### config.mk
export PLATFORM = sky130hd
export DESIGN_NAME = switch_debounce_flat
export DESIGN_NICKNAME = d
export VERILOG_FILES = /design/src/rtl/switch_debounce_if.sv /design/src/rtl/switch_debounce.sv /design/src/flat_wrapper.sv
export SDC_FILE = /design/constraint.sdc
export NUM_CORES = 1
export LEC_CHECK = 0
export ABC_AREA = 0
export CAP_MARGIN = 10
export CORE_MARGIN = 3
export CORE_UTILIZATION = 48
export DETAILED_ROUTE_END_ITERATION = 12
export PLACE_DENSITY_LB_ADDON = 0.1
export SLEW_MARGIN = 20
export SYNTH_ARGS = -nofsm -noshare
export SYNTH_HDL_FRONTEND = slang
export SYNTH_SLANG_ARGS = --single-unit
export TNS_END_PERCENT = 30
### constraint.sdc
create_clock -name clk -period 2.1 [get_ports clk]
set_input_delay 0.525 -clock clk [delete_from_list [all_inputs] [get_ports clk]]
set_output_delay 0.525 -clock clk [all_outputs]
set_load 0.005 [all_outputs]
### src/rtl/switch_debounce_if.sv
// Switch select bus: raw pins in, debounced select value plus change status out.
// Latency: none; this is only a bundle of signals.
// Backpressure: none; every signal is a plain level or a one-cycle strobe.
interface switch_debounce_if #(
    parameter int WIDTH = 3
);
    logic [WIDTH-1:0] switch_raw;
    logic [WIDTH-1:0] switch;
    logic             switch_valid;
    logic             changed;
    logic [7:0]       change_count;

    // Producer of the raw pins and consumer of the clean bus (board / bench side)
    modport master (
        output switch_raw,
        input  switch,
        input  switch_valid,
        input  changed,
        input  change_count
    );

    // The debouncer itself
    modport slave (
        input  switch_raw,
        output switch,
        output switch_valid,
        output changed,
        output change_count
    );
endinterface

### src/rtl/switch_debounce.sv
// Synchronises and debounces slide switches into a stable register-select bus, with a change strobe and counter.
// Latency: a steady raw level reaches switch DEBOUNCE_CYCLES+2 edges after it is first sampled.
// Backpressure: none; the inputs are free-running levels and the outputs are registered levels or strobes.
module switch_debounce #(
    parameter int WIDTH           = 3,
    parameter int DEBOUNCE_CYCLES = 500000
) (
    input  logic           clk,
    input  logic           rst_n,
    switch_debounce_if.slave sw
);
    // Counter width covers both the per-bit count (up to DEBOUNCE_CYCLES-1) and the
    // settle count, which saturates at DEBOUNCE_CYCLES+1 so the same width suffices.
    localparam int CNT_W = $clog2(DEBOUNCE_CYCLES + 2);
    localparam logic [CNT_W-1:0] CNT_LAST    = CNT_W'(DEBOUNCE_CYCLES - 1);
    localparam logic [CNT_W-1:0] SETTLE_LAST = CNT_W'(DEBOUNCE_CYCLES + 1);

    logic [WIDTH-1:0] sync1;
    logic [WIDTH-1:0] sync2;
    logic [WIDTH-1:0] stable;
    logic [CNT_W-1:0] cnt [WIDTH];
    logic [WIDTH-1:0] upd;
    logic [CNT_W-1:0] settle_cnt;
    logic             valid_q;
    logic             changed_q;
    logic [7:0]       count_q;

    // A bit is accepted when it has disagreed with the stable value for a full window
    always_comb begin
        upd = '0;
        for (int i = 0; i < WIDTH; i++) begin
            upd[i] = (sync2[i] != stable[i]) && (cnt[i] == CNT_LAST);
        end
    end

    // Two-flop synchroniser per bit; only sync2 is used downstream
    always_ff @(posedge clk) begin
        if (!rst_n) begin
            sync1 <= '0;
            sync2 <= '0;
        end else begin
            sync1 <= sw.switch_raw;
            sync2 <= sync1;
        end
    end

    // Per-bit debounce: count while sync2 disagrees, restart on any agreement
    always_ff @(posedge clk) begin
        if (!rst_n) begin
            stable <= '0;
            for (int i = 0; i < WIDTH; i++) begin
                cnt[i] <= '0;
            end
        end else begin
            for (int i = 0; i < WIDTH; i++) begin
                if (sync2[i] == stable[i]) begin
                    cnt[i] <= '0;
                end else if (upd[i]) begin
                    cnt[i]    <= '0;
                    stable[i] <= sync2[i];
                end else begin
                    cnt[i] <= cnt[i] + CNT_W'(1);
                end
            end
        end
    end

    // Settle window after reset: valid rises on the (DEBOUNCE_CYCLES+2)-th edge out of reset
    always_ff @(posedge clk) begin
        if (!rst_n) begin
            settle_cnt <= '0;
            valid_q    <= 1'b0;
        end else begin
            if (settle_cnt != SETTLE_LAST) begin
                settle_cnt <= settle_cnt + CNT_W'(1);
            end
            if (settle_cnt == SETTLE_LAST) begin
                valid_q <= 1'b1;
            end
        end
    end

    // Change strobe and wrapping counter; updates while still settling are silent
    always_ff @(posedge clk) begin
        if (!rst_n) begin
            changed_q <= 1'b0;
            count_q   <= '0;
        end else begin
            changed_q <= (|upd) && valid_q;
            if ((|upd) && valid_q) begin
                count_q <= count_q + 8'd1;
            end
        end
    end

    assign sw.switch       = stable;
    assign sw.switch_valid = valid_q;
    assign sw.changed      = changed_q;
    assign sw.change_count = count_q;

endmodule

### src/flat_wrapper.sv
// flat-port wrapper written by rule: the top's interface ports become plain ports
module switch_debounce_flat 
#(
    parameter int WIDTH           = 3,
    parameter int DEBOUNCE_CYCLES = 500000
)
  (clk, rst_n, sw_switch_raw, sw_switch, sw_switch_valid, sw_changed, sw_change_count);
  switch_debounce_if #(.WIDTH(WIDTH)) sw_i ();
  input  logic clk;
  input  logic rst_n;
  input wire logic [$bits(sw_i.switch_raw)-1:0] sw_switch_raw;
  output wire logic [$bits(sw_i.switch)-1:0] sw_switch;
  output wire logic [$bits(sw_i.switch_valid)-1:0] sw_switch_valid;
  output wire logic [$bits(sw_i.changed)-1:0] sw_changed;
  output wire logic [$bits(sw_i.change_count)-1:0] sw_change_count;
  assign sw_i.switch_raw = sw_switch_raw;
  assign sw_switch = sw_i.switch;
  assign sw_switch_valid = sw_i.switch_valid;
  assign sw_changed = sw_i.changed;
  assign sw_change_count = sw_i.change_count;
  switch_debounce #(.WIDTH(WIDTH), .DEBOUNCE_CYCLES(DEBOUNCE_CYCLES)) u_core (.clk(clk), .rst_n(rst_n), .sw(sw_i));
endmodule
==> out/qor.yml, run 1 <==
status: "finished with violations"
violations: "negative setup slack"
ff_latch_area_um2: 2472
syn-mean-instance-area_um2: 10.08
yosysTopAreaCell: "edfxtp_1"
numCtsBuffers: 9
fp.dieArea_um2: 11430
cts_root_buffer: "clkbuf_8"
final.min_clock_period_ns: 2.315
setup-tns-final_ns: -4.651
cp.required_ns: 2.39
place_ws_ns: -0.2732
synth_cell_types: 45
routed_wl_um: 9307
cts_sinks: 95
antenna_found_initial: 0
path_delay_family: "simple AND/OR/NAND/NOR gates"
grt_pass1_wl_um: 16170
overflow: 0
leakage_nw: 2.128
cts_hold_buf: 0
drv_slew: 0
worstHoldPathCells: 1
power_density_nw_per_um2: 585.2
reg2reg_to: "u_core.sw.change_count[6]"
clock_skew_ns: 0.008577
place_area_um2: 5682
cap_violations: 0
critPathSlowestCell: "or4_4"
synthesis.area_um2: 4890
relSlewSlack: 0.6175
synthTopCellsByCount: "nor2_1 (64), edfxtp_1 (57), nand2_1 (39)"
hold_end: "u_core.sync2[1]"
die_w_um: 106.9
h-tree-depth: 3
ys_top_cells_by_area: "edfxtp_1 (35%), dfxtp_1 (16%), xor2_1 (5.9%)"
postSynth.topFlopCell: "edfxtp_1"
reg2reg_slack_ns: -0.21
grtUsageTotal: 0.1755
peakVddDrop_v: 0.0004521
via_per_inst: 5.059
yosysWarningCount: 0
synth-seq-cells: 95
path_buf_inv: 0
yosysSeqAreaShare: 0.5056
first_pass_iters: 5
synth.most_common_cell: "nor2_1"
cts_tree: "built"
netlist_instances: 485
crit_chain: "or4b_1, or4_4, o22a_4, a2111oi_4, mux2i_1"
clkLatencyLatePin_ns: 0.36
setup_ws_ns: -0.2148
first_global_vias: 3570
row_count: 36
worstRegToRegCells: 5
start_kind: "flip-flop"
cp.arrival_ns: 2.61
yosys.area.top_type_share: 0.3501
placed_cells: 716
fin_nets: 607
finalInstanceArea_um2: 5956
clockBufferDepth: 2
rsz0062_at_grt: "true"
num_vias: 3713
path_class: "flip-flop to flip-flop"
worst_pin_slew_ns: 0.5694
grt_max_degree: 23
fillers: 898
critPathMaxFanout: 5
drcViolationCount: 0
finalSetupViolations: 27
fin_crit_sh: 1.102
antenna_left: 0
initialDrtViolationCount: 126
worstReg2RegStart: "u_core.cnt[0][6]"
syn_to_final_growth_pct: 21.80
dieHeight_um: 106.9
synth_edf_count: 57
portBuffers: 17
cts.reportedPaths.clkPinSlew_ns: 0.09
dp_hpwl_um: 6899
holdCritStartpoint: "u_core.sync1[1]"
initial_core_util: 0.4980
final_hold_viol_count: 0
cp_slowest_stage_delay_ns: 0.55
async_flop_share: 0
stdcell_count: 734
hold_class: "flip-flop to flip-flop"
io-pin-count: 18
diodes: 0
drive_above_1_share: 0.1048
finalPower_mw: 3.485
gp_congestion: 0.7897
multi_input_area_um2: 2591
post_drt_wl_per_cell_um: 12.68
end_kind: "flip-flop"
core_area_um2: 9819
fmax_ghz: 0.4320
==> worst register-to-register path, delay by kind of cell, from the launching register on <==
family	cells	cell delay, ns
multiplexers	1	0.21
flip-flops	1	0.39
AO/OA/AOI/OAI	2	0.60
AND/OR/NAND/NOR	2	1.07
==> how the worst max path moves through the flow <==
| stage | to | depth (start not counted) | start |
|---|---|---|---|
| floorplan | u_core.sw.change_count[6] | 5 | u_core.cnt[0][6] |
| global placement | u_core.sw.change_count[6] | 5 | u_core.cnt[0][14] |
| detailed placement | u_core.sw.change_count[5] | 6 | u_core.cnt[0][14] |
| CTS | u_core.sw.change_count[6] | 5 | u_core.cnt[0][5] |
| global route | u_core.sw.change_count[6] | 5 | u_core.cnt[0][5] |
| finish | u_core.sw.change_count[6] | 5 | u_core.cnt[0][6] |
==> kinds of logic after synthesis <==
| group | share of synthesized area |
|---|---|
| muxes | 0.01638 |
| buffers and inverters | 0.01791 |
| AOI/OAI and AO/OA | 0.05169 |
| DFF | 0.5056 |
| and+or+nand+nor | 0.2776 |
| adders and majority gates | 0.01535 |
| other | 0.0007669 |
| xor gates and xnor gates | 0.1146 |
==> report_power, final <==
part	switching, mW	leakage (nW)	internal (mW)	total, mW
Clock	0.634	0.104	0.576	1.21
Combinational	0.103	1.13	0.0909	0.194
Sequential	0.0518	0.896	2.03	2.08
Total	0.790	2.13	2.70	3.49
==> flip-flops by register name, indices dropped and copies added, names as in the netlist <==
register and cells:
u_core.cnt 57, u_core.sync2 3, u_core.sync1 3, u_core.sw.switch 3, u_core.sw.change_count 8, u_core.settle_cnt 19, u_core.sw.switch_valid 1, u_core.sw.changed 1
==> final cells by class <==
class / count / share of cell area
tap: 133 / 0.02794
clock buffer: 13 / 0.03046
timing repair buffer: 54 / 0.07941
multi-input combinational: 423 / 0.4351
inverter: 13 / 0.008193
sequential: 95 / 0.4151
clock inverter: 3 / 0.003782
==> routing by layer <==
layer,part of all wire,global-route usage
met1,0.49,0.2398
met2,0.46,0.2774
met3,0.035,0.04214
met4,0.014,0.05388
met5,0,0
==> through the flow <==
step	hold slack, ns	util
after CTS	0.4447	0.6060
after floorplan	0.4119	-
final	0.4427	0.6065
after global placement	0.4179	0.5786
after detailed placement	0.4230	0.5786
after global routing	0.4622	0.6065
==> cells in the final DEF, fill, tap and decap left out, types with 2 or more instances in the layout <==
cell type        instances
inv_1                   13
o21ai_0                  9
and3_1                  13
nand3_1                 25
a21boi_0                 4
and2_1                  20
clkbuf_8                11
nand2b_1                 7
and4_1                   9
edfxtp_1                57
a21oi_1                  4
or4b_1                   2
nor4b_1                  3
o211ai_1                 3
conb_1                  57
buf_12                   2
nand4_1                 27
nor2b_1                  3
nor3b_1                  2
nand2_1                 39
or3_1                    9
nor2_1                  64
buf_4                   35
nor3_1                  16
nor4_1                   5
o21a_1                   2
mux2i_1                  8
ha_1                     6
xnor2_1                 31
dfxtp_1                 38
xor2_1                  33
nor4bb_1                 5
a21oi_4                  3
clkdlybuf4s50_1         17
==> what timing repair did <==
item                       CTS  global route
setup buffers                2             0
pin swaps                    1             2
setup endpoints to repair   27            27
gates resized for setup      7             1
Note: power is estimated with default switching activity, not from simulation.
==> inputs of run 2 (changes only) <==
- PLACE_DENSITY: unset -> 0.72
- PLACE_DENSITY_LB_ADDON: 0.1 -> unset
==> run 2 against run 1 <==
Compared with the run above:
- sequential share of layout area increased by 0.087 points
- flip-flop and latch count is the same
- critical path type unchanged
- the run still ends with negative setup slack left
- critical path depth up 1
- sequential power about the same
- fmax down 1.6%
- routed wire length shrank 2.3%
- total power rose by 4.1%
- design area down 0.21%
- count of clock-buffer cells in the layout shrank 1
- die area unchanged
==> out/qor.yml, run 2 (synthesis gave the netlist of run 1 again) <==
cts_root_buffer: "clkbuf_8"
syn_to_final_growth_pct: 21.55
reg2reg_slack_ns: -0.25  # -0.04 ns
drive_above_1_share: 0.09850  # -0.006328
clock_skew_ns: 0.008765  # +0.0001887 ns
num_vias: 3746  # +0.89%
diodes: 0  # unchanged
die_w_um: 106.9  # unchanged
place_area_um2: 5667  # -0.26%
p_sw_mw: 0.7867  # -0.39%
fmax_ghz: 0.4253  # -1.6%
fp.dieArea_um2: 11430  # unchanged
clockBufferDepth: 2  # unchanged
grtUsageTotal: 0.1757  # +0.0001970
violations: "negative setup slack"
fin_util: 0.6053  # -0.001274
drcViolationCount: 0  # unchanged
cts_sinks: 95  # unchanged
path_class: "flip-flop to flip-flop"
setup-tns-final_ns: -4.696  # -0.04526 ns
numCtsBuffers: 9  # unchanged
rsz0062_at_grt: "true"
finalSetupViolations: 27  # unchanged
via_per_inst: 5.117  # +1.2%
h-tree-depth: 3  # unchanged
row_count: 36  # unchanged
largest_reg_flops: 57  # unchanged
antenna_found_initial: 0  # unchanged
cts_hold_buf: 0  # unchanged
grt_pass1_wl_um: 16150  # -0.13%
final_common_cell: "nor2_1"
clkLatencyLatePin_ns: 0.35  # about the same
setup_ws_ns: -0.2515  # -0.03664 ns
portBuffers: 17  # unchanged
start_kind: "flip-flop"
dieHeight_um: 106.9  # unchanged
mostFrequentLayoutCells: "nor2_1 (64), edfxtp_1 (57), conb_1 (57)"
routed_wl_um: 9096  # -2.3%
overflow: 0  # unchanged
first_pass_iters: 4  # -1
cap_violations: 0  # unchanged
final_hold_viol_count: 0  # unchanged
peakVddDrop_v: 0.0003743  # -17%
cts.reportedPaths.clkPinSlew_ns: 0.09  # about the same
cp.required_ns: 2.39  # about the same
core_area_um2: 9819  # unchanged
crit_end: "u_core.sw.change_count[7]"
leakage_nw: 2.129  # about the same
grt_max_degree: 24  # +4.3%
drv_slew: 0  # unchanged
finalInstanceArea_um2: 5943  # -0.21%
critPathMaxFanout: 6  # +1
end_kind: "flip-flop"
switching_share: 0.2168  # -0.009825
cts_tree: "built"
reg2reg_to: "u_core.sw.change_count[7]"
fin_nets: 605  # -0.33%
initialDrtViolationCount: 155  # +23%
place_ws_ns: -0.2249  # +0.04828 ns
regMostFlops: "u_core.cnt"
startpoint: "u_core.cnt[0][6]"
worstReg2RegStart: "u_core.cnt[0][6]"
antenna_left: 0  # unchanged
cp.arrival_ns: 2.64  # +0.03 ns
gp_congestion: 0.8249  # +4.5%
p_seq_frac: 0.574  # -0.023
io-pin-count: 18  # unchanged
worstRegToRegCells: 6  # +1
share_comb_of_total_power: 0.052  # -0.004
first_global_vias: 3599  # +0.81%
p_clk_frac: 0.374  # +0.027
hold_class: "flip-flop to flip-flop"
post_drt_wl_per_cell_um: 12.43  # -2.0%
p_int_mw: 2.842  # +5.4%
final.min_clock_period_ns: 2.351  # +0.03664 ns
status: "finished with violations"
power_density_nw_per_um2: 610.6  # +4.3%
dp_hpwl_um: 6745  # -2.2%
initial_core_util: 0.4980  # unchanged
fin_crit_sh: 1.120  # +0.01745
## run 2: cell count changes in the layout (fill, tap and decap cells not counted), sizes merged
| cell | change |
|---|---|
| buf | -2 |
| bufinv | +1 |
| clkbuf | -1 |
| clkinv | +1 |
| clkinvlp | -1 |
## run 2: how the worst min path moves through the flow
stage	startpoint	end	slack, ns	depth (start not counted)
after floorplan	u_core.sync1[0]	u_core.sync2[0]	0.41	1
after detailed placement	u_core.sync1[1]	u_core.sync2[1]	0.42	1
after CTS	u_core.sync1[1]	u_core.sync2[1]	0.44	1
after global placement	u_core.sync1[1]	u_core.sync2[1]	0.42	1
after global routing	u_core.sync1[1]	u_core.sync2[1]	0.47	1
final	u_core.sync1[1]	u_core.sync2[1]	0.44	1
## run 2: layout make-up
cell class                      count  area, um2
Inverter                           13      48.80
Clock buffer                       12      187.7
Tap cell                          133      166.4
Fill cell                         908       3876
Sequential cell                    95       2472
Timing Repair Buffer               52      445.4
Clock inverter                      4      46.29
Multi-Input combinational cell    423       2576
## run 2: metrics by stage
stage / power [mW] / instances / hold slack [ns]
after detailed placement: 2.310 / 714 / 0.4231
after floorplan: 2.237 / 541 / 0.4119
after CTS: 3.661 / 730 / 0.4439
final: 3.629 / 732 / 0.4424
after global routing: 3.771 / 732 / 0.4697
after global placement: 2.304 / 714 / 0.4208
## run 2: what timing repair did
action / in CTS / in global routing
setup endpoints to repair: 27 / 27
resized for setup: 2 / 3
setup buffers: 0 / 2
cloned: 0 / 0
pin swaps: 0 / 1
## run 2: power groups by stage
stage / logic [mW] / clock network (mW) / registers, mW
2_1_floorplan: 0.117 / 0 / 2.12
3_3_place_gp: 0.182 / 0 / 2.12
3_5_place_dp: 0.185 / 0 / 2.13
4_1_cts: 0.186 / 1.39 / 2.08
5_1_grt: 0.217 / 1.46 / 2.09
6_report: 0.189 / 1.36 / 2.08
## run 2: layer usage
| metal | track usage | part of all wire | vias up |
|---|---|---|---|
| met4 | 0.08584 | 0.022 | 0 |
| li1 | - | - | 1900 |
| met3 | 0.03492 | 0.028 | 14 |
| met5 | 0 | 0 | - |
| met2 | 0.2864 | 0.48 | 50 |
| met1 | 0.2237 | 0.47 | 1782 |
## run 2: worst max-delay path, cell delays in order, from the launching register on
cell	delay, ns
edfxtp_1	0.39
or4b_1	0.53
or4_4	0.55
o22a_4	0.28
buf_4	0.15
a211oi_4	0.20
mux2i_1	0.19
==> inputs of run 3 (changes only) <==
- ABC_AREA: 0 -> 1
- PLACE_DENSITY: 0.72 -> 0.71
==> run 3 against run 2 <==
Compared with the run above:
- the flow now finishes without violations
- critical path type unchanged
- utilization down 3.3 points
- count of clock-buffer cells in the layout down 1
- flip-flop and latch count is the same
- cell count grew 22%
- fmax rose by 23%
- global-route usage up 0.086 points
- via count grew 16%
- worst setup slack better by 0.44 ns
- sequential power is essentially flat
- register-to-register slack better by 0.44 ns
==> out/qor.yml, run 3 <==
rsz0062_at_grt: "false"
dieHeight_um: 111.4  # +4.1%
status: "complete, no violations"
cp.arrival_ns: 2.04  # -0.60 ns
synth.most_common_cell: "nand2_1"
drive_above_1_share: 0.09524  # -0.003259
syn-mean-instance-area_um2: 7.942  # -21%
cts_hold_buf: 0  # unchanged
setup_ws_ns: 0.1924  # +0.4439 ns
regMostFlops: "u_core.cnt"
crit_chain: "ha_1, nand3_1, inv_1, nand2_1, inv_1, nand4_1, nor3_1, nor2_1, o21ai_0, inv_1"
cpMostUsedCell: "inv_1"
dp_hpwl_um: 7910  # +17%
path_buf_inv: 3  # +2
netlist_instances: 671  # +38%
grt_max_degree: 25  # +4.2%
yosysWarningCount: 0  # unchanged
antenna_left: 0  # unchanged
fin_nets: 762  # +26%
initialDrtViolationCount: 219  # +41%
cts_sinks: 95  # unchanged
cts_tree: "built"
synthesis.area_um2: 5329  # +9.0%
diodes: 0  # unchanged
fillers: 986  # +8.6%
syn_to_final_growth_pct: 13.38
routed_wl_um: 10400  # +14%
first_global_vias: 4091  # +14%
peakVddDrop_v: 0.0002985  # -20%
synth_edf_count: 57  # unchanged
synthTopCellsByCount: "nand2_1 (116), nor2_1 (101), inv_1 (93)"
cap_violations: 0  # unchanged
place_ws_ns: 0.1197  # +0.3446 ns
overflow: 0  # unchanged
postCtsSetupBuffers: 0  # unchanged
clockBufferDepth: 2  # unchanged
h-tree-depth: 3  # unchanged
drv_slew: 0  # unchanged
drcViolationCount: 0  # unchanged
largest_reg_flops: 57  # unchanged
final_hold_viol_count: 0  # unchanged
async_flop_share: 0  # unchanged
critPathSlowestCell: "edfxtp_1"
finalInstanceArea_um2: 6042  # +1.7%
row_count: 37  # +2.8%
fp.dieArea_um2: 12400  # +8.5%
antenna_found_initial: 0  # unchanged
clkLatencyLatePin_ns: 0.36  # about the same
gp_congestion: 0.8558  # +3.7%
ys_top_cells_by_area: "edfxtp_1 (32%), dfxtp_1 (14%), nand2_1 (8.2%)"
final.min_clock_period_ns: 1.908  # -0.4439 ns
synth_cell_types: 44  # -2.2%
cts_root_buffer: "clkbuf_8"
yosysSeqAreaShare: 0.4640  # -0.04167
core_area_um2: 10560  # +7.5%
fin_crit_sh: 0.9084  # -0.2114
io-pin-count: 18  # unchanged
finalSetupViolations: 0  # -100%
cp.required_ns: 2.23  # -0.16 ns
grt_pass1_wl_um: 18490  # +14%
grtUsageTotal: 0.1765  # +0.0008572
die_w_um: 111.4  # +4.1%
portBuffers: 17  # unchanged
num_vias: 4356  # +16%
end_kind: "flip-flop"
synth-seq-cells: 95  # unchanged
fmax_ghz: 0.5242  # +23%
postSynth.topFlopCell: "edfxtp_1"
setup-tns-final_ns: 0  # +4.696 ns
hold_class: "flip-flop to flip-flop"
cp_slowest_stage_delay_ns: 0.39  # -0.16 ns
leakage_nw: 2.474  # +16%
initial_core_util: 0.5049  # +0.006899
path_delay_family: "simple AND/OR/NAND/NOR gates"
first_pass_iters: 5  # +1
place_area_um2: 5864  # +3.5%
start_kind: "flip-flop"
final_common_cell: "nand2_1"
critPathMaxFanout: 5  # -1
post_drt_wl_per_cell_um: 11.66  # -6.2%
via_per_inst: 4.883  # -4.6%
mostFrequentLayoutCells: "nand2_1 (115), nor2_1 (100), inv_1 (93)"
path_class: "flip-flop to flip-flop"
numCtsBuffers: 9  # unchanged
power_density_nw_per_um2: 556.5  # -8.9%
yosys.area.top_type_share: 0.3212  # -0.02885
clock_skew_ns: 0.01715  # +0.008383 ns
cts.reportedPaths.clkPinSlew_ns: 0.10  # about the same
yosysTopAreaCell: "edfxtp_1"
[run 3: cell count changes in the layout (fill, tap and decap cells not counted), moves of 12 or more]
cell     delta
a21oi_1    +39
and2_1     -20
and3_1     -12
buf_4      -28
inv_1      +80
nand2_1    +76
nand3_1    +25
nor2_1     +36
nor2_2     +12
xnor2_1    -29
xor2_1     -13
[run 3: layout make-up]
cell class | count | area (um2) | area share
multi-input combinational | 521 | 2621 | 0.4338
inverter | 100 | 375.4 | 0.06212
clock inverter | 5 | 36.28 | 0.006005
tap | 136 | 170.2 | 0.02816
clock buffer | 11 | 131.4 | 0.02174
timing repair buffer | 24 | 235.2 | 0.03893
sequential | 95 | 2472 | 0.4092
[run 3: path summary, 6_finish.rpt]
kind                    startpoint                end  slack (ns)  depth (start not counted)
setup / recovery  u_core.cnt[1][0]  u_core.cnt[1][16]        0.19                         10
hold / removal     u_core.sync1[0]    u_core.sync2[0]        0.42                          2
setup reg to reg  u_core.cnt[1][0]  u_core.cnt[1][16]        0.19                         10
hold reg to reg    u_core.sync1[0]    u_core.sync2[0]        0.42                          2
[run 3: cells by family (layout without fill, tap and decap cells)]
family          after synthesis  after routing  share of synthesized area
xor+xnor                     22             22                    0.03616
flops                        95             95                     0.4640
buf+inv                     111            140                    0.08546
fa+ha+maj                     6              6                    0.01409
simple gates                357            357                     0.3196
other cells                   1             57                  0.0007037
compound gates               79             79                    0.08007
[run 3: per-layer routing]
metal / vias up / global-route usage / wire length (um)
li1: 2319 / - / -
met1: 1945 / 0.2416 / 5014
met2: 79 / 0.2915 / 4882
met3: 13 / 0.02772 / 351
met4: 0 / 0.05028 / 149
met5: - / 0 / 0
[run 3: worst min-delay path: stages (launching register included)]
cell and delay (ns):
dfxtp_1 0.30, nand2_1 0.05, inv_1 0.03
[run 3: stage by stage]
step | cells | utilization | power (mW) | hold slack [ns]
after floorplan | 727 | - | 2.261 | 0.3905
final | 892 | 0.5724 | 3.362 | 0.4210
after detailed placement | 876 | 0.5556 | 2.316 | 0.4014
after global routing | 892 | 0.5724 | 3.516 | 0.4540
after global placement | 876 | 0.5556 | 2.309 | 0.3957
after CTS | 892 | 0.5715 | 3.390 | 0.4219
[run 3: where the power goes]
part           internal, mW  switching (mW)
Clock                 0.432           0.653
Sequential             2.03          0.0637
Combinational        0.0652           0.119
Total                  2.53           0.836
[run 3: timing repair]
item,4_1_cts,5_1_grt
endpoints found under the setup margin,0,9
resized for setup,0,3
endpoints found under the hold margin,0,0
